**config.mk**
```make
export PLATFORM = sky130hd
export DESIGN_NAME = fp_operand_formatter_flat
export DESIGN_NICKNAME = d
export VERILOG_FILES = /design/src/rtl/fp_pkg.sv /design/src/rtl/fp_operand_formatter_if.sv /design/src/rtl/fp_classify.sv /design/src/rtl/fp_operand_formatter.sv /design/src/flat_wrapper.sv
export SDC_FILE = /design/constraint.sdc
export NUM_CORES = 1
export LEC_CHECK = 0
export CAP_MARGIN = 20
export CORE_AREA = 2 2 96 168
export DETAILED_ROUTE_END_ITERATION = 16
export DIE_AREA = 0 0 98 170
export PLACE_DENSITY = 0.67
export SKIP_LAST_GASP = 1
export SYNTH_ARGS = -nofsm -noshare
export SYNTH_HDL_FRONTEND = slang
export SYNTH_SLANG_ARGS = --single-unit
```
**constraint.sdc**
```tcl
create_clock -name clk -period 8.7 [get_ports clk]
set_input_delay 2.61 -clock clk [delete_from_list [all_inputs] [get_ports clk]]
set_output_delay 2.61 -clock clk [all_outputs]
set_load 0.03 [all_outputs]
```
**src/rtl/fp_pkg.sv**
```systemverilog
// Shared definitions for the FP adder operand path.
// Holds the exception encodings of the internal adder word and the default
// field widths from which the IEEE and internal word sizes are derived.
package fp_pkg;

  localparam int SIZE_MANTISSA        = 24;  // includes hidden bit
  localparam int SIZE_EXPONENT        = 8;
  localparam int SIZE_EXCEPTION_FIELD = 2;
  localparam int SIZE_IEEE            = SIZE_MANTISSA + SIZE_EXPONENT;
  localparam int SIZE                 = SIZE_IEEE + SIZE_EXCEPTION_FIELD;
  localparam int SIZE_FLUSH_CNT       = 16;

  typedef enum logic [1:0] {
    EXC_ZERO   = 2'b00,
    EXC_NORMAL = 2'b01,
    EXC_INF    = 2'b10,
    EXC_NAN    = 2'b11
  } exc_e;

endpackage

```
**src/rtl/fp_operand_formatter_if.sv**
```systemverilog
// Operand-pair handshake bus between the issuing stage, the formatter and
// the adder pipeline.
//   in_valid/in_ready   : operand pair (sub_i, a_ieee_i, b_ieee_i) transfer
//   out_valid/out_ready : formatted pair (sub_o, a_number_o, b_number_o)
// master = the side that feeds operands and consumes formatted pairs,
// slave  = the formatter itself.
interface fp_operand_formatter_if #(
  parameter int size_ieee = fp_pkg::SIZE_IEEE,
  parameter int size      = fp_pkg::SIZE
);
  logic                 in_valid;
  logic                 in_ready;
  logic                 sub_i;
  logic [size_ieee-1:0] a_ieee_i;
  logic [size_ieee-1:0] b_ieee_i;
  logic                 out_valid;
  logic                 out_ready;
  logic                 sub_o;
  logic [size-1:0]      a_number_o;
  logic [size-1:0]      b_number_o;

  modport master (
    output in_valid, sub_i, a_ieee_i, b_ieee_i, out_ready,
    input  in_ready, out_valid, sub_o, a_number_o, b_number_o
  );

  modport slave (
    input  in_valid, sub_i, a_ieee_i, b_ieee_i, out_ready,
    output in_ready, out_valid, sub_o, a_number_o, b_number_o
  );
endinterface

```
**src/rtl/fp_classify.sv**
```systemverilog
// Combinational classifier for one IEEE binary32-style operand.
// Ports:
//   ieee_i    : IEEE word {sign, exponent, fraction}
//   number_o  : internal word {exception, sign, exponent, fraction}
//   flushed_o : operand was a denormal and has been flushed to signed zero
module fp_classify
  import fp_pkg::*;
#(
  parameter int size_mantissa        = SIZE_MANTISSA,
  parameter int size_exponent        = SIZE_EXPONENT,
  parameter int size_exception_field = SIZE_EXCEPTION_FIELD
) (
  input  logic [size_mantissa+size_exponent-1:0]                      ieee_i,
  output logic [size_mantissa+size_exponent+size_exception_field-1:0] number_o,
  output logic                                                         flushed_o
);
  localparam int size_ieee = size_mantissa + size_exponent;

  logic                     sign;
  logic [size_exponent-1:0] expo;
  logic [size_mantissa-2:0] frac;

  assign sign = ieee_i[size_ieee-1];
  assign expo = ieee_i[size_ieee-2 -: size_exponent];
  assign frac = ieee_i[size_mantissa-2:0];

  always_comb begin
    number_o  = '0;
    flushed_o = 1'b0;
    if (expo == '0) begin
      // zero and denormal both leave as signed zero; only denormals count
      number_o  = {size_exception_field'(EXC_ZERO), sign, {(size_ieee-1){1'b0}}};
      flushed_o = |frac;
    end else if (&expo) begin
      if (frac == '0)
        number_o = {size_exception_field'(EXC_INF), sign, expo, {(size_mantissa-1){1'b0}}};
      else
        number_o = {size_exception_field'(EXC_NAN), ieee_i};  // payload kept
    end else begin
      number_o = {size_exception_field'(EXC_NORMAL), ieee_i};
    end
  end
endmodule

```
**src/rtl/fp_operand_formatter.sv**
```systemverilog
// Operand formatter in front of the dual-path FP adder/subtractor.
// Classifies operands A and B, flushes denormals, and presents the pair in
// internal format through a registered output with a one-entry skid so the
// adder can stall without losing pairs.
// Ports:
//   clk, rst       : clock, synchronous active-low reset
//   bus (slave)    : input pair handshake and formatted-pair handshake
//   flush_cnt_clr  : synchronous clear of the flush counter (beats increment)
//   flush_cnt_o    : saturating count of flushed denormal operands
module fp_operand_formatter
  import fp_pkg::*;
#(
  parameter int size_mantissa        = SIZE_MANTISSA,
  parameter int size_exponent        = SIZE_EXPONENT,
  parameter int size_exception_field = SIZE_EXCEPTION_FIELD,
  parameter int size_flush_cnt       = SIZE_FLUSH_CNT
) (
  input  logic                      clk,
  input  logic                      rst,
  fp_operand_formatter_if.slave     bus,
  input  logic                      flush_cnt_clr,
  output logic [size_flush_cnt-1:0] flush_cnt_o
);
  localparam int size_ieee = size_mantissa + size_exponent;
  localparam int size      = size_ieee + size_exception_field;
  localparam int NUM_OPS   = 2;

  typedef struct packed {
    logic            sub;
    logic [size-1:0] a;
    logic [size-1:0] b;
  } pair_t;

  logic [NUM_OPS-1:0][size_ieee-1:0] ieee;
  logic [NUM_OPS-1:0][size-1:0]      number;
  logic [NUM_OPS-1:0]                flushed;

  assign ieee[0] = bus.a_ieee_i;
  assign ieee[1] = bus.b_ieee_i;

  for (genvar i = 0; i < NUM_OPS; i++) begin : g_op
    fp_classify #(
      .size_mantissa       (size_mantissa),
      .size_exponent       (size_exponent),
      .size_exception_field(size_exception_field)
    ) u_classify (
      .ieee_i   (ieee[i]),
      .number_o (number[i]),
      .flushed_o(flushed[i])
    );
  end

  pair_t fmt, main_q, skid_q;
  logic  out_valid_q, skid_valid_q;
  logic  in_ready, fire_in, fire_out;

  assign fmt      = '{sub: bus.sub_i, a: number[0], b: number[1]};
  // in_ready depends only on the skid flag, so out_ready never reaches it
  assign in_ready = ~skid_valid_q;
  assign fire_in  = bus.in_valid & in_ready;
  assign fire_out = out_valid_q & bus.out_ready;

  always_ff @(posedge clk) begin
    if (!rst) begin
      main_q       <= '0;
      skid_q       <= '0;
      out_valid_q  <= 1'b0;
      skid_valid_q <= 1'b0;
    end else if (skid_valid_q && bus.out_ready) begin
      main_q       <= skid_q;
      skid_valid_q <= 1'b0;
    end else if (fire_in && (!out_valid_q || bus.out_ready)) begin
      main_q      <= fmt;
      out_valid_q <= 1'b1;
    end else if (fire_in) begin
      // main is stalled: park the new pair behind it
      skid_q       <= fmt;
      skid_valid_q <= 1'b1;
    end else if (fire_out) begin
      out_valid_q <= 1'b0;
    end
  end

  // flush counter: 0..2 per accepted pair, sticks at all-ones
  logic [size_flush_cnt-1:0] flush_cnt_q;
  logic [1:0]                n_flush;
  logic [size_flush_cnt:0]   cnt_sum;

  assign n_flush = {1'b0, flushed[0]} + {1'b0, flushed[1]};
  assign cnt_sum = {1'b0, flush_cnt_q} + {{(size_flush_cnt-1){1'b0}}, n_flush};

  always_ff @(posedge clk) begin
    if (!rst)
      flush_cnt_q <= '0;
    else if (flush_cnt_clr)
      flush_cnt_q <= '0;
    else if (fire_in)
      flush_cnt_q <= cnt_sum[size_flush_cnt] ? '1 : cnt_sum[size_flush_cnt-1:0];
  end

  assign flush_cnt_o    = flush_cnt_q;
  assign bus.in_ready   = in_ready;
  assign bus.out_valid  = out_valid_q;
  assign bus.sub_o      = main_q.sub;
  assign bus.a_number_o = main_q.a;
  assign bus.b_number_o = main_q.b;
endmodule

```
**src/flat_wrapper.sv**
```systemverilog
// flat-port wrapper written by rule: the top's interface ports become plain ports
module fp_operand_formatter_flat import fp_pkg::*;
#(
  parameter int size_mantissa        = SIZE_MANTISSA,
  parameter int size_exponent        = SIZE_EXPONENT,
  parameter int size_exception_field = SIZE_EXCEPTION_FIELD,
  parameter int size_flush_cnt       = SIZE_FLUSH_CNT
)
  (clk, rst, flush_cnt_clr, flush_cnt_o, bus_in_valid, bus_sub_i, bus_a_ieee_i, bus_b_ieee_i, bus_out_ready, bus_in_ready, bus_out_valid, bus_sub_o, bus_a_number_o, bus_b_number_o);
  fp_operand_formatter_if bus_i ();
  input  logic clk;
  input  logic rst;
  input  logic flush_cnt_clr;
  output logic [size_flush_cnt-1:0] flush_cnt_o;
  input wire logic [$bits(bus_i.in_valid)-1:0] bus_in_valid;
  input wire logic [$bits(bus_i.sub_i)-1:0] bus_sub_i;
  input wire logic [$bits(bus_i.a_ieee_i)-1:0] bus_a_ieee_i;
  input wire logic [$bits(bus_i.b_ieee_i)-1:0] bus_b_ieee_i;
  input wire logic [$bits(bus_i.out_ready)-1:0] bus_out_ready;
  output wire logic [$bits(bus_i.in_ready)-1:0] bus_in_ready;
  output wire logic [$bits(bus_i.out_valid)-1:0] bus_out_valid;
  output wire logic [$bits(bus_i.sub_o)-1:0] bus_sub_o;
  output wire logic [$bits(bus_i.a_number_o)-1:0] bus_a_number_o;
  output wire logic [$bits(bus_i.b_number_o)-1:0] bus_b_number_o;
  assign bus_i.in_valid = bus_in_valid;
  assign bus_i.sub_i = bus_sub_i;
  assign bus_i.a_ieee_i = bus_a_ieee_i;
  assign bus_i.b_ieee_i = bus_b_ieee_i;
  assign bus_i.out_ready = bus_out_ready;
  assign bus_in_ready = bus_i.in_ready;
  assign bus_out_valid = bus_i.out_valid;
  assign bus_sub_o = bus_i.sub_o;
  assign bus_a_number_o = bus_i.a_number_o;
  assign bus_b_number_o = bus_i.b_number_o;
  fp_operand_formatter #(.size_mantissa(size_mantissa), .size_exponent(size_exponent), .size_exception_field(size_exception_field), .size_flush_cnt(size_flush_cnt)) u_core (.clk(clk), .rst(rst), .bus(bus_i), .flush_cnt_clr(flush_cnt_clr), .flush_cnt_o(flush_cnt_o));
endmodule
```
==> results.json <==
{
  "num_vias": 5477,
  "critical_path.cell_chain": "clkdlybuf4s50_1 > nor4_1 > nand2_1 > nor2_1 > fa_1 > ha_1 > nand4b_2 > nor4_1 > nand4_1 > a21oi_1",
  "cts_root_buf": "clkbuf_16",
  "drc": 0,
  "firstDrtPassIters": 5,
  "cts_sinks": 156,
  "synth_fp_nets": 689,
  "grt_pass1_wl_um": 28110,
  "n_antenna_cell": 0,
  "p_leak_uw": 0.002825,
  "min_period_ns": 5.604,
  "yosys_warnings": 0,
  "finalNonFillerCells": 944,
  "cts_buffers": 17,
  "outcome": "completed",
  "die_y_um": 170,
  "hold_violations": 0,
  "ctsHtreeMaxLevel": 4,
  "dpl.hpwl_um": 11700,
  "netlist_area_um2": 6010,
  "layout.nets": 817,
  "num_rows": 60,
  "ys_ff_latch": 156,
  "drt_iter0_drc": 221,
  "tightest_slew_ns": 1.076,
  "die_w_um": 98,
  "start_util_pct": 39.43,
  "num-fill-cells": 1372,
  "period_share_pct": 64.41,
  "layout_setup_ws_ns": 3.096,
  "ctsHoldBuffers": 0,
  "dp.cells": 911,
  "max-vdd-ir-drop_mv": 0.1342,
  "ys_seq_area_share_pct": 51.97,
  "slew-limit-headroom_pct": 28.25,
  "gr-total-overflow": 0,
  "gp_congestion": 0.8262,
  "boundaryPins": 157,
  "crit_path_max_incr_delay_ns": 0.53,
  "cpMaxStageDelayCell": "nand4_1",
  "crit_arrival_ns": 5.94,
  "path_clk_slew_ns": 0.07,
  "portBuffers": 156,
  "worst-r2r-setup-slack_ns": 6.35,
  "area_growth_pct": 37.19,
  "grt_max_degree": 75,
  "cts_resized": 0,
  "track_usage_pct": 20.70,
  "rsz0062_at_grt": "false",
  "clock_latency_ns": 0.42,
  "ant_nets": 0,
  "critPathBufInv": 1,
  "grt_antenna_before_repair": 0,
  "worstSetupEndpointType": "flop",
  "tns_ns": 0,
  "routed_via_density": 5.802,
  "hold_class": "flop to flop",
  "final_cell_mix": "clkdlybuf4s50_1, dfxtp_1, nand2_1, nor2_1, a22oi_1",
  "worstSetupPathType": "primary input to flop",
  "drive_gt1_share_pct": 5.937,
  "place_ws_ns": 2.643,
  "grt_pass1_vias": 5590,
  "wl_um": 17510,
  "core_um2": 15240,
  "max-cap-violations": 0,
  "cts_tree": "yes",
  "syn_area_per_cell_um2": 9.740,
  "setup_viol": 0,
  "clock_path_buffers": 2,
  "fin_skew_ns": 0.008338,
  "max_freq_mhz": 178.5,
  "synthCells": 617,
  "crit_family": "simple AND/OR/NAND/NOR gates",
  "crit_required_ns": 9.04,
  "routedWlPerCell_um": 18.54,
  "slew_violations": 0,
  "critPathLaunchType": "primary input",
  "hold_ws_ns": 0.4596,
  "worstPathMaxFanout": 13,
  "die_area_um2": 16660,
  "power_density_nw_per_um2": 212.9,
  "cts_setup_buffers": 0,
  "synth_cell_types": 43,
  "cp_common_cell": "nor4_1"
}
power by group:
part           switching (µW)  leakage, µW  internal (µW)
Sequential               18.1      0.00127            746
Combinational             127      0.00126           97.7
Clock                     320     0.000295            446
Total                     466      0.00283           1290
Yosys cell counts (all sizes together):
cell,count,area [µm²]
dfxtp,156,3123
and2b,2,15.01
nor2b,3,18.77
and4bb,1,12.51
clkbuf,33,123.9
nor4,21,137.6
nand4b,2,23.77
and4b,1,10.01
nor2,54,210.2
xnor2,9,78.83
a22oi,46,345.3
buf,20,141.4
nor3,9,45.04
inv,5,18.77
nand3,11,55.05
and2,1,6.260
mux2i,2,20.02
o21a,1,7.510
o22ai,3,18.77
xor2,1,8.760
o221ai,19,166.4
nand2,57,214.0
a22o,44,385.4
a211oi,1,7.510
and3,5,31.28
a222oi,2,20.02
nand2b,2,12.51
nand3b,1,7.510
o22a,1,8.760
a21o,1,7.510
fa,1,20.02
a31oi,5,31.28
o21ai,3,15.01
nand4,12,75.07
o2bb2ai,44,385.4
ha,1,12.51
a21oi,37,188.9
flip-flops by register name, indices dropped and copies added (netlist names):
register               flops
u_core.flush_cnt_o        16
u_core.bus.b_number_o     34
u_core.skid_valid_q        1
u_core.bus.a_number_o     34
u_core.bus.out_valid       1
u_core.skid_q             69
u_core.bus.sub_o           1
per-stage QoR:
stage                     util, %  cell area, µm²  power (µW)
final                       54.10            8244        1755
after global routing        54.10            8244        1816
after CTS                   53.93            8219        1767
after detailed placement    49.94            7611        1004
after floorplan                 -            6010       894.5
after global placement      49.76            7584       998.7
path summary, 6_finish.rpt:
path | start | end | cells past startpoint
worst max register to register | u_core.flush_cnt_o[0] | u_core.flush_cnt_o[11] | 6
worst max-delay path | bus_a_ieee_i[28] | u_core.flush_cnt_o[11] | 10
worst min-delay path | u_core.skid_q[67] | u_core.skid_q[67] | 2
worst min register to register | u_core.skid_q[67] | u_core.skid_q[67] | 2
tightest hold or removal path, delay by kind of cell (launching register included):
kind,cells,cell delay (ns)
AOI/OAI and AO/OA,1,0.05
DFF,1,0.31
and+or+nand+nor,1,0.05
layer usage:
metal,wire [µm],track usage [%],vias to the layer above
li1,-,-,2593
met1,6942,23.01,2662
met2,9282,37.34,196
met3,935,5.421,26
met4,345,8.092,0
met5,0,0,-
kinds of logic (layout without fill, tap and decap cells):
kind of cell | count (synthesis) | count (layout) | synth area share [%]
muxes | 2 | 2 | 0.3331
and+or+nand+nor | 182 | 182 | 14.55
AOI/OAI and AO/OA | 207 | 207 | 26.42
xor gates and xnor gates | 10 | 10 | 1.458
buffers and inverters | 58 | 199 | 4.726
adders and majority gates | 2 | 2 | 0.5413
DFF | 156 | 156 | 51.97
area by class of cell:
class,instances,area [µm²],area share [%]
Timing Repair Buffer,162,1644,19.94
Tap cell,186,232.7,2.823
Inverter,5,18.77,0.2277
Clock buffer,19,452.9,5.494
Multi-Input combinational cell,403,2618,31.75
Sequential cell,156,3123,37.88
Clock inverter,13,155.1,1.882
Power figures use the tool's default switching activity.
